===== src/rtl/sample_frontend_pkg.sv =====
// Shared types and constants for the sample_frontend capture block.
// The 32-bit sample word is {event, delta, data}, with the event flag in the MSB.
package sample_frontend_pkg;

    typedef enum logic [1:0] {
        IDLE    = 2'd0,
        ARMED   = 2'd1,
        CAPTURE = 2'd2,
        DONE    = 2'd3
    } state_t;

    localparam int SF_DATA_W      = 24;
    localparam int SF_DELTA_W     = 7;
    localparam int SF_SYNC_STAGES = 2;

    localparam int EVT_BIT   = 31;
    localparam int DELTA_LSB = SF_DATA_W;

    function automatic int delta_max(input int w);
        return (1 << w) - 1;
    endfunction

    localparam int DMAX = delta_max(SF_DELTA_W);

endpackage


===== src/rtl/sample_frontend_sync.sv =====
// Multi-stage flop chain that brings the asynchronous pin bus into the clk domain.
// There is deliberately no logic between stages.
module bit_sync #(
    parameter int DATA_W      = 24,
    parameter int SYNC_STAGES = 2
) (
    input  logic              clk,
    input  logic              reset_n,
    input  logic [DATA_W-1:0] d,
    output logic [DATA_W-1:0] q
);

    logic [DATA_W-1:0] stage [SYNC_STAGES];

    always_ff @(posedge clk or negedge reset_n) begin
        if (!reset_n) begin
            for (int i = 0; i < SYNC_STAGES; i++) begin
                stage[i] <= '0;
            end
        end else begin
            stage[0] <= d;
            for (int i = 1; i < SYNC_STAGES; i++) begin
                stage[i] <= stage[i-1];
            end
        end
    end

    assign q = stage[SYNC_STAGES-1];

endmodule


===== src/rtl/sample_frontend.sv =====
// Capture front-end: synchronises the pin bus, waits for a masked trigger, then emits
// one timestamped {event, delta, data} word per clock to the sampler.
module sample_frontend
    import sample_frontend_pkg::*;
#(
    parameter int DATA_W      = SF_DATA_W,
    parameter int DELTA_W     = SF_DELTA_W,
    parameter int SYNC_STAGES = SF_SYNC_STAGES
) (
    input  logic              clk,
    input  logic              reset_n,
    input  logic              active,
    input  logic [DATA_W-1:0] din,
    input  logic [DATA_W-1:0] trig_mask,
    input  logic [DATA_W-1:0] trig_value,
    input  logic [15:0]       cap_len,
    output logic [31:0]       sample,
    output logic              armed,
    output logic              capturing,
    output logic              done,
    output logic [15:0]       event_count
);

    localparam logic [DELTA_W-1:0] CNT_MAX = DELTA_W'(delta_max(DELTA_W));

    if (DATA_W + DELTA_W + 1 != 32) begin : g_bad_width
        $error("sample_frontend: DATA_W + DELTA_W + 1 must equal 32");
    end
    if (SYNC_STAGES < 2) begin : g_bad_sync
        $error("sample_frontend: SYNC_STAGES must be at least 2");
    end

    state_t              state;
    logic [DATA_W-1:0]   s;
    logic [DATA_W-1:0]   s_q;
    logic [DELTA_W-1:0]  cnt;
    logic [DATA_W-1:0]   mask_l;
    logic [DATA_W-1:0]   value_l;
    logic [15:0]         cap_len_l;
    logic                change;
    logic                trig_hit;
    logic                is_event;
    logic [15:0]         ec_inc;

    bit_sync #(
        .DATA_W      (DATA_W),
        .SYNC_STAGES (SYNC_STAGES)
    ) u_sync (
        .clk     (clk),
        .reset_n (reset_n),
        .d       (din),
        .q       (s)
    );

    function automatic logic [31:0] pack_word(
        input logic               evt,
        input logic [DELTA_W-1:0] delta,
        input logic [DATA_W-1:0]  data
    );
        logic [31:0] w;
        w                    = '0;
        w[EVT_BIT]           = evt;
        w[DATA_W +: DELTA_W] = delta;
        w[DATA_W-1:0]        = data;
        return w;
    endfunction

    assign change   = (s != s_q);
    assign trig_hit = ((s & mask_l) == (value_l & mask_l));
    assign is_event = change || (cnt == CNT_MAX);
    assign ec_inc   = event_count + 16'd1;

    // Dropping active wins over every state; it is also the mid-capture abort path.
    always_ff @(posedge clk or negedge reset_n) begin
        if (!reset_n) begin
            state       <= IDLE;
            s_q         <= '0;
            sample      <= '0;
            cnt         <= '0;
            event_count <= '0;
            mask_l      <= '0;
            value_l     <= '0;
            cap_len_l   <= '0;
        end else begin
            s_q <= s;
            if (!active) begin
                state       <= IDLE;
                sample      <= '0;
                cnt         <= '0;
                event_count <= '0;
            end else begin
                case (state)
                    IDLE: begin
                        sample      <= '0;
                        cnt         <= '0;
                        event_count <= '0;
                        mask_l      <= trig_mask;
                        value_l     <= trig_value;
                        cap_len_l   <= cap_len;
                        state       <= ARMED;
                    end
                    ARMED: begin
                        if (trig_hit) begin
                            sample      <= pack_word(1'b1, '0, s);
                            cnt         <= DELTA_W'(1);
                            event_count <= 16'd1;
                            state       <= (cap_len_l == 16'd1) ? DONE : CAPTURE;
                        end else begin
                            sample <= pack_word(1'b0, '0, s);
                        end
                    end
                    // A change landing on saturation still yields a single event with delta = max.
                    CAPTURE: begin
                        if (is_event) begin
                            sample      <= pack_word(1'b1, cnt, s);
                            cnt         <= DELTA_W'(1);
                            event_count <= ec_inc;
                            if ((cap_len_l != 16'd0) && (ec_inc == cap_len_l)) begin
                                state <= DONE;
                            end
                        end else begin
                            sample <= pack_word(1'b0, cnt, s);
                            cnt    <= cnt + 1'b1;
                        end
                    end
                    DONE: begin
                        sample <= pack_word(1'b0, '0, s);
                    end
                    default: begin
                        state  <= IDLE;
                        sample <= '0;
                    end
                endcase
            end
        end
    end

    assign armed     = (state == ARMED);
    assign capturing = (state == CAPTURE);
    assign done      = (state == DONE);

endmodule

===== config.mk =====
export PLATFORM = sky130hd
export DESIGN_NAME = sample_frontend
export DESIGN_NICKNAME = d
export VERILOG_FILES = /design/src/rtl/sample_frontend_pkg.sv /design/src/rtl/sample_frontend_sync.sv /design/src/rtl/sample_frontend.sv
export SDC_FILE = /design/constraint.sdc
export NUM_CORES = 1
export LEC_CHECK = 0
export CELL_PAD_IN_SITES_DETAIL_PLACEMENT = 0
export CELL_PAD_IN_SITES_GLOBAL_PLACEMENT = 1
export CORE_MARGIN = 2
export CORE_UTILIZATION = 46
export DETAILED_ROUTE_END_ITERATION = 8
export GPL_TIMING_DRIVEN = 0
export PLACE_DENSITY_LB_ADDON = 0.1
export SYNTH_ARGS = -nofsm -noshare
export SYNTH_HDL_FRONTEND = slang
export SYNTH_SLANG_ARGS = --single-unit

===== constraint.sdc =====
create_clock -name clk -period 8.28 [get_ports clk]
set_input_delay 0.828 -clock clk [delete_from_list [all_inputs] [get_ports clk]]
set_output_delay 0.828 -clock clk [all_outputs]
set_load 0.01 [all_outputs]

==> metrics list, run 1 <==
- Count of antenna-violating nets left after detailed routing: 0
* CTS Root Cell: clkbuf_16
- In the synthesized netlist the dominant register cell turns out to be dfrtp_1.
- Synthesized instance count: 588
* CP max FO: 7
- The final hold violation count was 0.
* CP max stage delay: 0.55 ns
- The portion of synthesized area spent on multiplexers is 0.09340.
* Xor and xnor fraction of the mapped netlist area: 0.08684
* Most instantiated cells after synthesis: dfrtp_1 (193), mux2_2 (64), xor2_1 (60)
* Number of buffers added by the clock tree synthesis step: 17
- Post-synthesis area per instance: 13.31 um^2
- Register bit count reported by yosys: 193
- Timing would allow up to 326.0 MHz.
- Hold Crit Class: reg -> reg
* Leakage component of the power: 0.004370 uW
- At the pin with the least slew margin, the transition time is 0.8655 ns.
* Area of the die: 18070 um^2
* Post-synth EDFFs: 0
- Nature of the critical path startpoint: register
* Initial Util: 0.4718
- Max rail drop VDD: 156.5 uV
- Final Wtd Congestion: 0.8290
- Tot GR Track Use: 0.2111
* Clock Latency Late Sink: 0.43 ns
- Via count: 5095
- Dividing the detail-routed wire length by the instance count gives 18.33 um.
- The number of pins with negative max-slew slack in the final report came to 0.
- The slowest stage of the critical path belongs to the cell nor4_1.
- Relative slew margins: 0.4177
* Total power per unit cell area: 285.2 nW/um^2
- Height of the die: 134.4 um
- The count of cells in the finished layout, fillers not included, comes to 982.
- Share of synthesized area occupied by flip-flops and latches: 0.6173
* Data required time at the worst endpoint: 8.58 ns
- The cell area that synthesis handed to floorplanning was 7824 um^2.
- CTS H-tree lvls: 4
* Cells traversed along the worst timing path: ha_1 > nand4_1 > nor4_1 > xnor2_1 > o21ai_1 > or4_4 > o211a_1 > or3_1
* Cell variety after synth: 55
- FF+latch area: 4830 um^2
* TritonCTS Sinks: 193
* Die X-Extent: 134.4 um
* Fraction of synthesized cell area taken by the top area cell type: 0.6173
* Share of flip-flops with an asynchronous set or reset: 1.000
- Port buffering added 141 buffers.
- Total chip power: 2900 uW
- Synth area leaders: dfrtp_1 (62%), mux2_2 (9.2%), xor2_1 (6.7%), and2_1 (1.9%), xnor2_1 (1.7%)
- Placed Cells: 950
- TritonCTS built the clock tree.
- Type of destination of the critical path: register
- Across the run, the number of max-cap violations was 0.
- The total area inside the core boundary comes to 16580 um^2.
* Setup CP Type: reg -> reg
- DR pass1 iterations: 4
* Result of the run: completed
- Multi-input gate area in the final layout: 2851 um^2
- The first global-routing pass estimated 28840 um of wire.
- The number of nets in the synthesized netlist is 685.
- Share of post-route cells with drive strength above 1: 0.1601
* RSZ-0062 raised after global routing: no
- Via/cell ratio: 5.188
- Entering global routing, the biggest net connects 117 pins.
- The final layout contains 846 nets.
- Once detailed placement completed, the half-perimeter wirelength came to 12870 um.
- Subtracting the final worst setup slack from the clock period gives 3.067 ns.
- After clock tree synthesis, the setup repair step added 0 buffers.
* Standard cell area after detailed placement: 9543 um^2
* Final Setup Violations: 0
* Adder and majority gate portion of the synthesized area: 0.009595
- The total overflow left after global routing is 0.
- The number of global-route vias before repair came to 5233.
- Total of cells resized after clock tree synthesis: 0
* Row count: 47
* Most frequent cell after synthesis: dfrtp_1
- First-iteration detailed-routing DRC count: 289
- The initial antenna violation count was 0.
- Synthesis-to-finish area growth: 29.97%
* Post-route design area: 10170 um^2
- DRC: 0
- I/O Pins: 142
- dfrtp_1 takes more of the synthesized area than any other cell.
* Final wirelength: 18000 um
* Number of antenna diodes: 0
* CTS hold repair buffers: 0
* Worst clock skew: 0.01194 ns
- The area fraction in compound gates after synthesis is 0.06301.
- For this run, the number of Yosys warnings is 0.
- Data on the critical path arrives at its endpoint at 3.37 ns.
- After filler insertion, the fill cell instance count of the layout stands at 1319.
* Worst-case clock buffer depth: 2
* Largest family of logic cells by synthesized area: simple AND/OR/NAND/NOR gates
- In the finished design, the share of the clock period the worst path needs comes to 0.3704.
- Clock-pin slew on the worst setup and hold paths: 0.07 ns
- Area share of and/or/nand/nor cells after synthesis: 0.1116
[placed cells by master, fill, tap and decap left out, types with 3 or more instances in the layout]
master / netlist / final
dfrtp_1: 193 / 193
clkdlybuf4s50_1: 0 / 140
mux2_2: 64 / 64
xor2_1: 60 / 60
nor2_1: 25 / 25
and2_1: 24 / 24
o21ai_0: 23 / 23
nand2_1: 21 / 21
clkbuf_16: 0 / 17
xnor2_1: 15 / 15
clkbuf_1: 12 / 12
and3_1: 12 / 12
nor4_1: 12 / 12
a22oi_1: 12 / 12
nand4_1: 9 / 9
inv_1: 8 / 8
nand3_1: 7 / 7
o21ai_1: 7 / 7
o31ai_1: 7 / 7
a21oi_1: 6 / 6
ha_1: 6 / 6
nor3_1: 5 / 5
inv_6: 0 / 5
nand2b_1: 4 / 4
buf_6: 4 / 4
a31oi_1: 4 / 4
buf_2: 3 / 3
o41ai_1: 3 / 3
or3_1: 3 / 3
inv_8: 0 / 3
[metal layers]
metal  routed length [um]  GRT usage  share of wire  up-vias
li1                     -          -              -     2376
met3                  813    0.04006          0.045       19
met1                 7907     0.2874           0.44     2557
met2                 9053     0.3481           0.50      143
met5                    0          0              0        -
met4                  229    0.06140          0.013        0
[kinds of logic (layout without fill, tap and decap cells)]
logic type               after synthesis  after routing
flip-flops                           193            193
AND/OR/NAND/NOR                      146            146
XOR/XNOR                              76             76
AO/OA/AOI/OAI                         74             74
multiplexers                          65             65
buffers and inverters                 28            202
adder cells (fa/ha/maj)                6              6
[path summary, 6_finish.rpt]
check | slack [ns] | end | from | cells after the start
setup / recovery | 5.21 | state[0] | event_count[0] | 8
hold / removal | 0.35 | u_sync.q[14] | u_sync.stage[38] | 0
setup reg to reg | 5.21 | state[0] | event_count[0] | 8
hold reg to reg | 0.35 | u_sync.q[14] | u_sync.stage[38] | 0
max in group asynchronous | 6.94 | s_q[2] | reset_n | 2
min in group asynchronous | 0.48 | sample[29] | reset_n | 1
[flip-flops by register name, indices dropped and copies added, names as in the netlist]
signal,flops
sample,32
mask_l,24
s_q,24
u_sync.q,24
u_sync.stage,24
value_l,24
cap_len_l,16
event_count,16
cnt,7
state,2
[report_power, final]
part           switching (uW)  total, uW  internal (uW)
clock                     394        865            470
combinational             344        737            394
sequential                152       1300           1150
total                     890       2900           2010
[worst max-delay path: cells and delay by family, from the launching register on]
| kind | cells | cell delay (ns) |
|---|---|---|
| XOR/XNOR | 1 | 0.18 |
| AND/OR/NAND/NOR | 4 | 1.63 |
| AO/OA/AOI/OAI | 2 | 0.31 |
| adder cells (fa/ha/maj) | 1 | 0.33 |
| flip-flops | 1 | 0.49 |
[per-stage QoR]
stage	util	hold WS [ns]	TNS [ns]	setup WS (ns)
3_5_place_dp	0.5754	0.3347	0	5.229
5_1_grt	0.6132	0.3591	0	4.976
3_3_place_gp	0.5735	0.3315	-259.64	-1.368
2_1_floorplan	-	0.3312	0	5.602
4_1_cts	0.6132	0.3520	0	5.199
6_report	0.6132	0.3501	0	5.213
[area by class of cell]
class / count / area share
buffer: 20 / 0.01107
clock buffer: 18 / 0.04319
clock inverter: 14 / 0.01833
inverter: 8 / 0.002953
multi-input combinational: 367 / 0.2804
sequential: 193 / 0.4750
tap: 220 / 0.02707
timing repair buffer: 142 / 0.1420
Power figures use the tool's default switching activity.
==> run 2: changes to the inputs <==
CORE_UTILIZATION = 42   (was 46)
clock period = 2.91 ns   (was 8.28 ns; I/O delays follow)
==> run 2 against run 1 <==
Compared with the run above:
- routed wire length grew 2.9%
- clock-buffer cell count is the same
- worst setup slack lost 5.1 ns
- combinational power grew to 2.9 times the previous value
- core utilization shrank 4.9 points
- critical path type unchanged
- critical endpoint is now state[1]
- largest power group unchanged
==> metrics list, run 2 (synthesis results as in run 1) <==
- Global routing finished with a remaining overflow of 0.
* Maximum number of pins on one net before global-route repair: 102
* Floorplan core area: 18150 um^2
* Type of destination of the critical path: register
- On the worst path, the slowest cell contributes a delay of 0.54 ns.
- RSZ-0062 raised after global routing: no
- Pins over their slew limit: 0
- The die is 140.5 um wide.
- Hold timing on the final database bottoms out at a slack of 0.2981 ns.
- Number of antenna diodes: 0
* Worst-case clock buffer depth: 2
- The clock reaches the later pin of the worst-skew pair after 0.42 ns.
* Row count: 49
- Via count: 5105
- sample holds more flip-flops than any other register.
- Most common library cell in the layout ignoring fill and taps: dfrtp_1
- Hold Crit Class: in -> reg
- The tool flagged a number of max-cap violations equal to 0.
- Detailed-route wire length per cell: 18.60 um
- Final critical-path share of the clock period: 0.9572
* # port buffers: 141
- STA classifies the critical path startpoint as a register.
- Setup CP Type: reg -> reg
* DR pass1 iterations: 4
- The first global-routing pass estimated 29120 um of wire.
- Final-layout fill cell count: 1509
* Final Wtd Congestion: 0.8468
- Maximum frequency from static timing analysis: 359.0 MHz
- The worst path meets setup with 0.1245 ns of slack.
* Final wirelength: 18520 um
* Synthesis-to-finish area growth: 30.87%
- For this design the ratio of total power to cell area is 796.3 nW/um^2.
* Leakage component of the power: 0.004382 uW
- Flip-flop count of the largest register after layout: 32
- CTS tree: built
* Relative slew margins: 0.4724
- Min Clock Period, post-route: 2.786 ns
- Placement Setup Slack: -0.1317 ns
- Final nets: 851
- The slowest stage of the critical path belongs to the cell or4_4.
* Height of the die: 140.5 um
- CP max FO: 7
* Transition time of the tightest slew-check pin: 0.7913 ns
- Data required time at the worst endpoint: 3.21 ns
* DPL Wire Length: 13410 um
- After detailed routing, the number of remaining DRC violations is 0.
- The number of global-route vias before repair was 5202.
* I/O Pins: 142
- Top library cells by usage in the layout, fill and taps aside: dfrtp_1 (191), clkdlybuf4s50_1 (140), mux2_2 (64), xor2_1 (60), nor2_1 (25)
- The floorplan step defined a die boundary enclosing 19740 um^2.
* Final Setup Violations: 0
- In this run, the number of DRC markers left after iteration 0 of detailed routing was 243.
- Using the TritonRoute via totals, the vias-per-cell ratio works out to 5.126.
- For this configuration, the core starts out at a cell density of 0.4311.
* Data arrival at the endpoint of the critical path: 3.09 ns
* Share of post-route cells with drive strength above 1: 0.1760
- Number of buffers added by the clock tree synthesis step: 17
- The count of nets left with antenna violations once routing finished came out at 0.
* CTS Root Cell: clkbuf_16
- The clock tree synthesis step divided the H-tree into 4 levels.
- Tot GR Track Use: 0.1926
- The run finished with clean final reports.
- Max rail drop VDD: 429.1 uV
- Initial antenna violation count: 0
- TritonCTS Sinks: 193
- Worst clock skew: 0.01189 ns
- The signal on the critical path passes through ha_4 > and3_1 > a31oi_1 > nor4_4 > nand4_1 > or4_4 > o211a_1 > or3_1.
- Clock-pin slew was measured on the worst setup and hold paths at 0.08 ns.
* Final-report hold violation count: 0
run 2: changes by cell type in the layout (fill, tap and decap cells not counted), sizes merged:
cell | before | now
clkinv | 3 | 4
bufinv | 2 | 0
inv | 16 | 17
dlygate4sd3 | 0 | 1
buf | 10 | 14
run 2: power by group:
| group | leakage, uW | switching [uW] | internal, uW |
|---|---|---|---|
| logic | 0.00171 | 997 | 1140 |
| clock network | 0.000292 | 1140 | 1190 |
| registers | 0.00238 | 430 | 3260 |
| total | 0.00438 | 2570 | 5590 |
run 2: final timing paths:
check / cells past startpoint / to / slack, ns / start
min: 1 / u_sync.stage[35] / 0.30 / din[11]
max reg2reg: 8 / state[1] / 0.12 / event_count[0]
min reg2reg: 0 / u_sync.q[3] / 0.35 / u_sync.stage[27]
min in group asynchronous: 2 / sample[29] / 0.48 / reset_n
max: 8 / state[1] / 0.12 / event_count[0]
max in group asynchronous: 3 / value_l[7] / 1.50 / reset_n
run 2: through the flow:
step	setup TNS (ns)	utilization	cells	instance area, um^2	power, uW
floorplan	0	-	588	7824	5027
global placement	-1214.61	0.5247	958	9522	5819
detailed placement	-0.9136	0.5265	959	9554	5878
CTS	0	0.5613	993	10190	8219
global route	0	0.5642	996	10240	8601
finish	0	0.5642	996	10240	8153
run 2: layout make-up:
cell class | instances | area, um^2 | share of cell area
sequential | 193 | 4832 | 0.4720
clock inverter | 14 | 158.9 | 0.01552
tap | 229 | 286.5 | 0.02798
clock buffer | 18 | 439.2 | 0.04289
multi-input combinational | 367 | 2894 | 0.2827
buffer | 20 | 113.9 | 0.01112
inverter | 8 | 30.03 | 0.002933
timing repair buffer | 147 | 1484 | 0.1449
run 2: per-layer routing:
| metal | vias to the layer above | global-route usage | wire length, um |
|---|---|---|---|
| met5 | - | 0 | 0 |
| met4 | 0 | 0.04158 | 133 |
| met3 | 12 | 0.04342 | 944 |
| met2 | 132 | 0.3155 | 9097 |
| met1 | 2580 | 0.2654 | 8346 |
| li1 | 2381 | - | - |
run 2: critical path: cells and delay by family (launching register included):
kind,cells,cell delay (ns)
AOI/OAI and AO/OA,2,0.39
adders and majority gates,1,0.20
DFF,1,0.45
and+or+nand+nor,5,1.63
run 2: timing repair:
action / 4_1_cts / 5_1_grt
endpoints found under the setup margin: 17 / 8
endpoints found under the hold margin: 92 / 0
cloned: 0 / 0
hold buffers: 1 / 0
gates resized for setup: 4 / 7
buffers inserted: 1 / 3
pin swaps: 1 / 0
==> run 3: changes to the inputs <==
GPL_TIMING_DRIVEN = unset   (was 0)
==> run 3 against run 2 <==
Compared with the run above:
- via count decreased by 0.88%
- first-iteration DRC count increased by 41%
- die area did not move
- critical path depth fell by 1
- register-to-register slack improved by 0.03 ns
- worst setup slack better by 0.030 ns
- cell area hardly changed
- critical path type unchanged
- highest routed layer unchanged
==> metrics list, run 3 (synthesis results as in run 1) <==
* Result of the run: completed
* Initial Util: 0.4311
- For this run, the slowest stage of the critical path takes 0.60 ns.
* CTS tree: built
- Relative slew margins: 0.5560
* DR pass1 iterations: 5
- The final hold violation count came to 0.
- Origin of the worst min-delay path: din[22]
- Setup CP Type: reg -> reg
- The worst register-to-register path begins at event_count[4].
- Share of post-route cells with drive strength above 1: 0.1859
- In the final layout, the multi-input gates occupy 2872 um^2.
- Floorplan core area: 18150 um^2
* Final Wtd Congestion: 0.8797
- From left edge to right edge, the die measures 140.5 um.
* Most common library cell in the layout ignoring fill and taps: dfrtp_1
- In the final routed layout, each cell accounts on average for 18.36 um.
- Final critical-path share of the clock period: 0.9468
- Family with the most delay on the worst path: simple AND/OR/NAND/NOR gates
* Pins over their slew limit: 0
- Reg2Reg Depth: 7
- Input and output buffers added on the ports amount to 141.
- Total power per unit cell area: 799.8 nW/um^2
- The register with the most flip-flops in the final layout is sample.
- Row count: 49
- Leakage component of the power: 0.004403 uW
- The area growth from synthesis to layout is 30.90%.
- Via count: 5060
- Clock-pin slew on the worst setup and hold paths: 0.08 ns
- In this run the worst hold path is classified as in -> reg.
* Cell type of the slowest stage on the worst timing path: dfrtp_1
* Layout Cells excl Fill: 993
- Transition time of the tightest slew-check pin: 0.6660 ns
* Origin of the worst setup path: event_count[4]
- Via/cell ratio: 5.096
- Including well taps, the total number of placed cells is 960.
- TritonCTS Sinks: 193
- 0 antenna diodes ended up in the layout.
- Clock skew on the completed layout was measured at 0.01234 ns.
- Entering global routing, the biggest net connects 82 pins.
- Count of antenna-violating nets left after detailed routing: 0
* Final-layout fill cell count: 1494
- The first global-routing pass estimated 29360 um of wire.
- The initial antenna violation count is 0.
* CP max FO: 12
- DPL Wire Length: 13050 um
- Height of the die: 140.5 um
- The H-tree was split into 4 levels.
- 142 I/O pins were placed.
- Maximum frequency from static timing analysis: 363.0 MHz
* Number of global-route vias before repair: 5283
- Number of buffers added by the clock tree synthesis step: 17
- Summed over all layers, the global routing overflow is 0.
- Total buffers and inverters traversed by the critical path: 0
* Final Setup Violations: 0
- Max Cap Violations: 0
- Adding up every negative setup slack in the final design gives 0 ns.
- Setup Buffers After CTS: 0
* Logic depth of the worst setup path including buffers: 7
* DRC: 0
- RSZ-0062 raised after global routing: no
- FF+latch area: 4831 um^2
- Final wirelength: 18230 um
- Data arrival at the endpoint of the critical path: 3.06 ns
- Subtracting the final worst setup slack from the clock period gives 2.755 ns.
- The floorplan step defined a die boundary enclosing 19740 um^2.
* Data required time at the worst endpoint: 3.21 ns
- Worst-case clock buffer depth: 2
* First-iteration detailed-routing DRC count: 343
* Top library cells by usage in the layout, fill and taps aside: dfrtp_1 (192), clkdlybuf4s50_1 (140), mux2_2 (64), xor2_1 (60)
- For this run, the total global-route usage over all layers was measured as 0.1949.
- Nature of the critical path startpoint: register
* Cells traversed along the worst timing path: nand4_1 > nor4_2 > xnor2_1 > o21ai_1 > or4_4 > o211a_1 > or3_1
- VDD sags by at most 428.8 uV.
- The register with the most flip-flops in the layout has 32 of them.
* Hold Path Cell Cnt: 1
- STA classifies the critical path endpoint as a register.
- The later pin in the worst-skew pair is clocked with a latency of 0.43 ns.
- The cell sitting at the root of the clock tree is a clkbuf_16.
- The final layout contains 848 nets.
## run 3: cell types whose count changed in the layout (fill, tap and decap cells not counted), sizes merged
cell and change:
clkbuf -11, buf +8, inv -3, bufinv +1
clkinvlp +2
## run 3: timing repair
item / 4_1_cts / 5_1_grt
hold buffers: 1 / 0
hold endpoints to repair: 77 / 0
setup endpoints to repair: 0 / 2
resized for setup: 0 / 5
## run 3: per-stage QoR
stage	cell area, um^2	power, uW	worst slack, ns	util	hold WS [ns]
2_1_floorplan	7824	5027	0.2322	-	-0.004591
6_report	10240	8191	0.1549	0.5643	0.2923
4_1_cts	10220	8295	0.02529	0.5634	0.2742
3_3_place_gp	9608	5888	0.1262	0.5294	0.3315
5_1_grt	10240	8675	0.01235	0.5643	0.2785
3_5_place_dp	9608	5921	0.03142	0.5294	0.3347
## run 3: cell type report
class,count,share of cell area
clock buffer,18,0.04288
inverter,8,0.002932
clock inverter,14,0.01637
tap,229,0.02798
sequential,193,0.4717
timing repair buffer,164,0.1577
multi-input combinational,367,0.2804
## run 3: report_power, final
part           internal [uW]  switching, uW  leakage, uW
clock                   1250           1090     0.000286
sequential              3260            421      0.00238
combinational           1170            999      0.00174
## run 3: path summary, 6_finish.rpt
check / end / slack [ns]
max: state[1] / 0.15
min: u_sync.stage[46] / 0.29
max reg2reg: state[1] / 0.15
min reg2reg: u_sync.q[3] / 0.35
max in group asynchronous: value_l[14] / 1.61
min in group asynchronous: sample[27] / 0.45
## run 3: layer usage
metal	routed length, um	GRT usage
met3	901	0.04821
met2	8727	0.3086
met5	0	0
met4	187	0.05000
met1	8411	0.2720
